## src/rtl/s4ga_pkg.sv

```systemverilog
// s4ga_pkg: shared types, constants and helpers for the s4ga_stream LUT fabric.

package s4ga_pkg;

    // Configuration stream phase within one LUT frame
    typedef enum logic {
        INDEX = 1'b0,
        MASK  = 1'b1
    } phase_e;

    // Index decode codes, expressed as offsets below the all-ones index value
    localparam int IDX_CONST1 = 0;
    localparam int IDX_CARRY  = 1;

    // Ceiling divide: number of m-bit segments needed to carry n bits
    function automatic int SEGS(input int n, input int m);
        return (n + m - 1) / m;
    endfunction

endpackage

```

## src/rtl/s4ga_frame_ctr.sv

```systemverilog
// s4ga_frame_ctr: LUT/field/segment sequencing for the configuration stream.
// Tracks n (current LUT), k (field within the frame, k==K is the mask) and
// seg (segment within the field). Only beats advance the counters.

module s4ga_frame_ctr
    import s4ga_pkg::*;
#(
    parameter int N         = 89,
    parameter int K         = 5,
    parameter int IDX_SEGS  = 2,
    parameter int MASK_SEGS = 8,
    parameter int N_W       = $clog2(N)
) (
    input  logic           clk,
    input  logic           rst,
    input  logic           beat_i,
    output phase_e         phase_o,
    output logic           last_seg_o,
    output logic           last_lut_o,
    output logic [N_W-1:0] n_o
);

    localparam int K_W     = $clog2(K + 1);
    localparam int SEG_MAX = (IDX_SEGS > MASK_SEGS) ? IDX_SEGS : MASK_SEGS;
    localparam int SEG_W   = $clog2(SEG_MAX + 1);

    logic [N_W-1:0]   n_q, n_d;
    logic [K_W-1:0]   k_q, k_d;
    logic [SEG_W-1:0] seg_q, seg_d;

    assign phase_o    = (k_q == K_W'(K)) ? MASK : INDEX;
    assign last_seg_o = (phase_o == INDEX) ? (seg_q == SEG_W'(IDX_SEGS - 1))
                                           : (seg_q == SEG_W'(MASK_SEGS - 1));
    assign last_lut_o = (n_q == N_W'(N - 1));
    assign n_o        = n_q;

    // Next-count logic: seg wraps per field, k wraps per frame, n wraps per sweep
    always_comb begin
        n_d   = n_q;
        k_d   = k_q;
        seg_d = seg_q;
        if (beat_i) begin
            if (!last_seg_o) begin
                seg_d = seg_q + 1'b1;
            end else begin
                seg_d = '0;
                if (phase_o == INDEX) begin
                    k_d = k_q + 1'b1;
                end else begin
                    k_d = '0;
                    n_d = last_lut_o ? '0 : n_q + 1'b1;
                end
            end
        end
    end

    // Counter registers; reset aborts any partial frame
    always_ff @(posedge clk) begin
        if (rst) begin
            n_q   <= '0;
            k_q   <= '0;
            seg_q <= '0;
        end else begin
            n_q   <= n_d;
            k_q   <= k_d;
            seg_q <= seg_d;
        end
    end

endmodule

```

## src/rtl/s4ga_stream.sv

```systemverilog
// s4ga_stream: serial-configured K-input LUT fabric with a valid/ready
// configuration stream. One LUT is evaluated per received frame; the ring of
// LUT results rotates on every beat so index fields address it relatively.
// Optional feature: define S4GA_CARRY_EN to add the half-LUT carry register q,
// selected by index code all-ones minus 1.

module s4ga_stream
    import s4ga_pkg::*;
#(
    parameter int N    = 89,
    parameter int K    = 5,
    parameter int I    = 2,
    parameter int O    = 8,
    parameter int SI_W = 4
) (
    input  logic            clk,
    input  logic            rst,
    input  logic [SI_W-1:0] si,
    input  logic            si_valid,
    output logic            si_ready,
    input  logic [I-1:0]    inputs,
    output logic [O-1:0]    outputs,
    output logic            frame_done
);

    localparam int N_W       = $clog2(N);
    localparam int MASK_W    = 1 << K;
    localparam int MAX_W     = (MASK_W > N_W) ? MASK_W : N_W;
    localparam int IDX_SEGS  = SEGS(N_W, SI_W);
    localparam int MASK_SEGS = SEGS(MASK_W, SI_W);
    localparam int MAX_SEGS  = SEGS(MAX_W, SI_W);
    localparam int SR_W      = (MAX_SEGS > 1) ? (MAX_SEGS - 1) * SI_W : SI_W;
    localparam int FLD_W     = SR_W + SI_W;

    localparam logic [N_W-1:0] IDX_ONE = N_W'((1 << N_W) - 1 - IDX_CONST1);
`ifdef S4GA_CARRY_EN
    localparam logic [N_W-1:0] IDX_Q   = N_W'((1 << N_W) - 1 - IDX_CARRY);
`endif

    logic                beat;
    phase_e              phase;
    logic                last_seg;
    logic                last_lut;
    logic [N_W-1:0]      n_cur;
    logic                mask_end;

    logic [N-1:0]        luts_q, luts_d;
    logic [SR_W-1:0]     sr_q, sr_d;
    logic [K-1:0]        ins_q, ins_d;
    logic [O-1:0]        pend_q, pend_d;
    logic [O-1:0]        out_q, out_d;
    logic                fd_q, fd_d;

    logic [FLD_W-1:0]    field;
    logic [N_W-1:0]      idx;
    logic [MASK_W-1:0]   mask;
    logic                dec_bit;
    logic                in_sel;
    logic                in_bit;
    logic                lut;

    // The block never back-pressures once out of reset
    assign si_ready = ~rst;
    assign beat     = si_valid & si_ready;
    assign mask_end = beat && (phase == MASK) && last_seg;

    // Current segment completes the field held in the segment shift register
    assign field = {sr_q, si};
    assign idx   = field[N_W-1:0];
    assign mask  = field[MASK_W-1:0];

    s4ga_frame_ctr #(
        .N         (N),
        .K         (K),
        .IDX_SEGS  (IDX_SEGS),
        .MASK_SEGS (MASK_SEGS),
        .N_W       (N_W)
    ) u_frame_ctr (
        .clk        (clk),
        .rst        (rst),
        .beat_i     (beat),
        .phase_o    (phase),
        .last_seg_o (last_seg),
        .last_lut_o (last_lut),
        .n_o        (n_cur)
    );

`ifdef S4GA_CARRY_EN
    logic q_q, q_d;

    // Half-LUT carry: low half of the mask addressed by the low K-1 inputs
    always_comb begin
        q_d = q_q;
        if (mask_end) q_d = mask[MASK_W/2-1:0][ins_q[K-2:0]];
    end

    // Carry register
    always_ff @(posedge clk) begin
        if (rst) q_q <= 1'b0;
        else     q_q <= q_d;
    end
`endif

    // Index decode: constant 1, optional carry, ring tap, otherwise 0
    always_comb begin
        dec_bit = 1'b0;
        if (idx == IDX_ONE) begin
            dec_bit = 1'b1;
        end
`ifdef S4GA_CARRY_EN
        else if (idx == IDX_Q) begin
            dec_bit = q_q;
        end
`endif
        else if (idx < N_W'(N)) begin
            dec_bit = luts_q[idx];
        end
    end

    // External input select for the first I LUTs
    always_comb begin
        in_sel = (n_cur < N_W'(I));
        in_bit = 1'b0;
        for (int j = 0; j < I; j++) begin
            if (n_cur == N_W'(j)) in_bit = inputs[j];
        end
    end

    // Bit entering the ring: evaluated LUT on the final mask beat, zero in reset, else recirculate
    always_comb begin
        lut = luts_q[N-1];
        if (rst) begin
            lut = 1'b0;
        end else if (mask_end) begin
            lut = in_sel ? in_bit : mask[ins_q];
        end
    end

    // Next-state for the ring and datapath registers
    always_comb begin
        luts_d = luts_q;
        sr_d   = sr_q;
        ins_d  = ins_q;
        pend_d = pend_q;
        out_d  = out_q;
        fd_d   = 1'b0;
        if (rst || beat) luts_d = {luts_q[N-2:0], lut};
        if (beat) begin
            sr_d = field[SR_W-1:0];
            if ((phase == INDEX) && last_seg) ins_d = {ins_q[K-2:0], dec_bit};
            if (mask_end) begin
                pend_d = {pend_q[O-2:0], lut};
                if (last_lut) begin
                    out_d = {pend_q[O-2:0], lut};
                    fd_d  = 1'b1;
                end
            end
        end
    end

    // Ring has no reset value of its own; holding reset flushes it with zeros
    always_ff @(posedge clk) begin
        luts_q <= luts_d;
    end

    // Datapath registers
    always_ff @(posedge clk) begin
        if (rst) begin
            sr_q   <= '0;
            ins_q  <= '0;
            pend_q <= '0;
            out_q  <= '0;
            fd_q   <= 1'b0;
        end else begin
            sr_q   <= sr_d;
            ins_q  <= ins_d;
            pend_q <= pend_d;
            out_q  <= out_d;
            fd_q   <= fd_d;
        end
    end

    assign outputs    = out_q;
    assign frame_done = fd_q;

endmodule
```

## config.mk

```make
export PLATFORM = sky130hd
export DESIGN_NAME = s4ga_stream
export DESIGN_NICKNAME = d
export VERILOG_FILES = /design/src/rtl/s4ga_pkg.sv /design/src/rtl/s4ga_frame_ctr.sv /design/src/rtl/s4ga_stream.sv
export SDC_FILE = /design/constraint.sdc
export NUM_CORES = 1
export LEC_CHECK = 0
export BUFFER_PORTS_ARGS = -buffer_cell sky130_fd_sc_hd__buf_2
export CORE_ASPECT_RATIO = 0.5
export CORE_MARGIN = 1.5
export CORE_UTILIZATION = 45
export CTS_BUF_LIST = sky130_fd_sc_hd__clkbuf_8 sky130_fd_sc_hd__clkbuf_16
export DETAILED_ROUTE_END_ITERATION = 8
export PLACE_DENSITY = 0.66
export SETUP_SLACK_MARGIN = 0.02
export SLEW_MARGIN = 0
export SYNTH_ARGS = -nofsm -noshare
export SYNTH_HDL_FRONTEND = slang
export SYNTH_HIERARCHICAL = 1
export SYNTH_SLANG_ARGS = --single-unit
```

## constraint.sdc

```tcl
create_clock -name clk -period 6.2 [get_ports clk]
set_clock_uncertainty 0.05 [all_clocks]
set_input_delay 0.93 -clock clk [delete_from_list [all_inputs] [get_ports clk]]
set_output_delay 0.93 -clock clk [all_outputs]
set_load 0.02 [all_outputs]
```

==> impl_metrics.csv <==
group,metric,value,unit
floorplan,die_w,170,microns
place,dpl.hpwl,6320,microns
global_route,grt_pass1_wl,17500,microns
finish,final_area,7080,sq um
timing,drv_slew,0,
critical_path,crit-reg2reg-launch,"u_frame_ctr/k_q[0]",
finish,nets,475,
drt,wl_per_cell,15.7,microns
synth,yosys_most_used_dff,"edfxtp_1",
finish,final_cell_mix,"edfxtp_1, dfxtp_1, nand2_1",
power_and_ir_drop,vdd_drop_max,192,uV
drt,drtIter0Drc,240,
synth,synth_nets,459,
critical_path,crit_required,6.46,ns
power_and_ir_drop,power,0.00229,W
critical_path,cp-startpoint,"si_valid",
timing,finalHoldViolCount,0,
critical_path,cp-end-kind,"flop",
floorplan,rows,30,
timing,fmax,308,MHz
finish,syn2layout_area_growth,12.5,%
floorplan,start_util,46.3,%
clock_network,cts_tree,"yes",
timing,finalCriticalPeriod,3.24,ns
synth,yosysWarnings,6,
clock_network,cts_buffer_depth,2,
power_and_ir_drop,cellPowerDensity,324,nW/um^2
synth,yosys_register_bits,152,
place,io_buffers,18,
global_route,grt_pass1_vias,3390,
critical_path,slowest_delay,0.63,ns
clock_network,clock-sinks,152,
place,gp_congestion,0.796,
clock_network,cts_resized,0,
drt,num_vias,3552,
drt,ant_nets,0,
hold_path,whs_endpoint,"luts_q[31]",
drt,drc,0,
critical_path,crit_type,"input pin to flop",
critical_path,cp_num_buf_inv,1,
synth,synth_edf_count,89,
synth,synthArstFlopShare,0,%
clock_network,postCtsSetupRepairBufs,0,
place,dpl-instance-area,6520,sq um
hold_path,min_path_cells,0,
timing,slew_headroom,44.3,%
critical_path,crit_arrival,3.50,ns
global_route,overflow,0,
critical_path,reg2reg_setup_slack,3.71,ns
clock_network,clockRootBuffer,"clkbuf_16",
timing,setup_viol,0,
critical_path,worst_setup_path_start_kind,"input pin",
clock_network,cts.clk_slew.worst_paths,0.06,ns
timing,rsz0062_at_grt,"false",
critical_path,crit_fanout,30,
timing,period_share,52.3,%
finish,drive_above_1_share,19.1,%
drt,vias_per_cell,5.32,
critical_path,crit_path_cell_trace,"buf_2 -> nor2b_1 -> nand4_2 -> nor3_1 -> o21ai_0 -> a31o_2",
hold_path,hp-start,"luts_q[30]",
global_route,grt_max_degree,70,
synth,yosysSeqAreaShare,62.5,%
flow_run,maxCapViolations,0,
timing,tightestPinTransition,0.836,ns
finish,final_common_cell,"edfxtp_1",
critical_path,critPathSlowestCell,"buf_2",
synth,synth.avg_cell_area,14.1,sq um
synth,synth_area,6290,sq um
finish,num_antenna_cells,0,
critical_path,r2r_end,"ins_q[0]",
clock_network,htreeDepth,4,
outcome,status,"finished clean",
synth,syn_inst,447,
clock_network,insertion_delay,0.42,ns
drt,drt-total-wl,10500,microns
critical_path,cpLargestDelayFamily,"simple AND/OR/NAND/NOR gates",
drt,first_pass_iters,4,
global_route,track_usage,15.6,%
floorplan,die_y,86.6,microns
clock_network,cts_hold_buffers,0,
floorplan,dieArea,14700,sq um
global_route,antenna_found_initial,0,
floorplan,io_pins,19,
hold_path,hp-class,"flop to flop",
floorplan,core,13600,sq um
power_and_ir_drop,power_leakage,2.61,nW
timing,tns,0,ns
synth,yosysUniqueCellTypes,54,
finish,n_fill_cell,1117,
clock_network,numCtsBuffers,17,
critical_path,ff2ff_path_depth,7,
==> metrics by stage <==
| stage | worst slack [ns] | hold slack, ns | std cells | util, % |
|---|---|---|---|---|
| final | 2.96 | 0.388 | 668 | 52.1 |
| after global routing | 2.71 | 0.395 | 668 | 52.1 |
| after CTS | 2.96 | 0.393 | 668 | 52.1 |
| after detailed placement | 2.60 | 0.378 | 636 | 48.0 |
| after global placement | 2.65 | 0.371 | 636 | 48.0 |
| after floorplan | 2.89 | 0.367 | 447 | - |
==> cells in the mapped netlist, types with 3 or more instances <==
cell type  count  area [sq um]
nor2_1        41           154
a31o_2         3          26.3
clkbuf_1       6          22.5
and3_1         4          25.0
mux2i_1       41           410
buf_6          3          33.8
nand2_1       44           165
dfxtp_1       63          1260
ha_1           3          37.5
inv_1          7          26.3
mux2_2         7          78.8
a31oi_1        4          25.0
nor3_1         3          15.0
buf_2          7          35.0
or4_1          3          22.5
o31ai_1        3          22.5
o21ai_0        5          25.0
buf_1          5          18.8
nand3_1        8          40.0
mux4_1         6           158
edfxtp_1      89          2670
mux4_2        24           541
a21oi_1       26           130
==> logic make-up (layout without fill, tap and decap cells) <==
logic type	count (synthesis)	after routing	share of synthesized area [%]
AO/OA/AOI/OAI	55	55	5.59
XOR/XNOR	2	2	0.278
adder cells (fa/ha/maj)	3	3	0.596
buffers and inverters	32	61	2.52
flip-flops	152	152	62.5
multiplexers	78	78	18.9
AND/OR/NAND/NOR	125	125	9.66
==> registers in the layout, indices dropped and copies added, names as in the netlist <==
name               flops
luts_q                89
sr_q                  28
outputs                8
pend_q                 7
u_frame_ctr/n_o        7
ins_q                  5
u_frame_ctr/seg_q      4
u_frame_ctr/k_q        3
frame_done             1
==> where the power goes <==
part           switching, W  total [W]  leakage, nW  internal (W)
Combinational     0.0000579   0.000122        0.922     0.0000637
Clock              0.000392   0.000976        0.269      0.000584
Sequential        0.0000411    0.00120         1.42       0.00116
==> per-layer routing <==
| layer | vias up | global-route usage (%) | part of all wire, % |
|---|---|---|---|
| met5 | - | 0 | 0 |
| met4 | 0 | 6.76 | 1.7 |
| met3 | 16 | 3.61 | 3.3 |
| met2 | 57 | 21.9 | 43 |
| met1 | 1740 | 23.1 | 52 |
| li1 | 1739 | - | - |
==> how the worst max path moves through the flow <==
stage	endpoint	cells after the start
2_1_floorplan	luts_q[0]	3
3_3_place_gp	u_frame_ctr/n_o[5]	6
3_5_place_dp	u_frame_ctr/n_o[4]	6
4_1_cts	u_frame_ctr/n_o[4]	6
5_1_grt	u_frame_ctr/n_o[4]	6
6_report	u_frame_ctr/n_o[4]	6
==> final cells by class <==
class	instances	area (sq um)	area share, %
Multi-Input combinational cell	263	2200	31.1
Timing Repair Buffer	20	105	1.48
Tap cell	192	240	3.39
Inverter	9	33.8	0.477
Clock inverter	15	136	1.93
Sequential cell	152	3930	55.6
Clock buffer	17	425	6.01
Power figures use the tool's default switching activity.
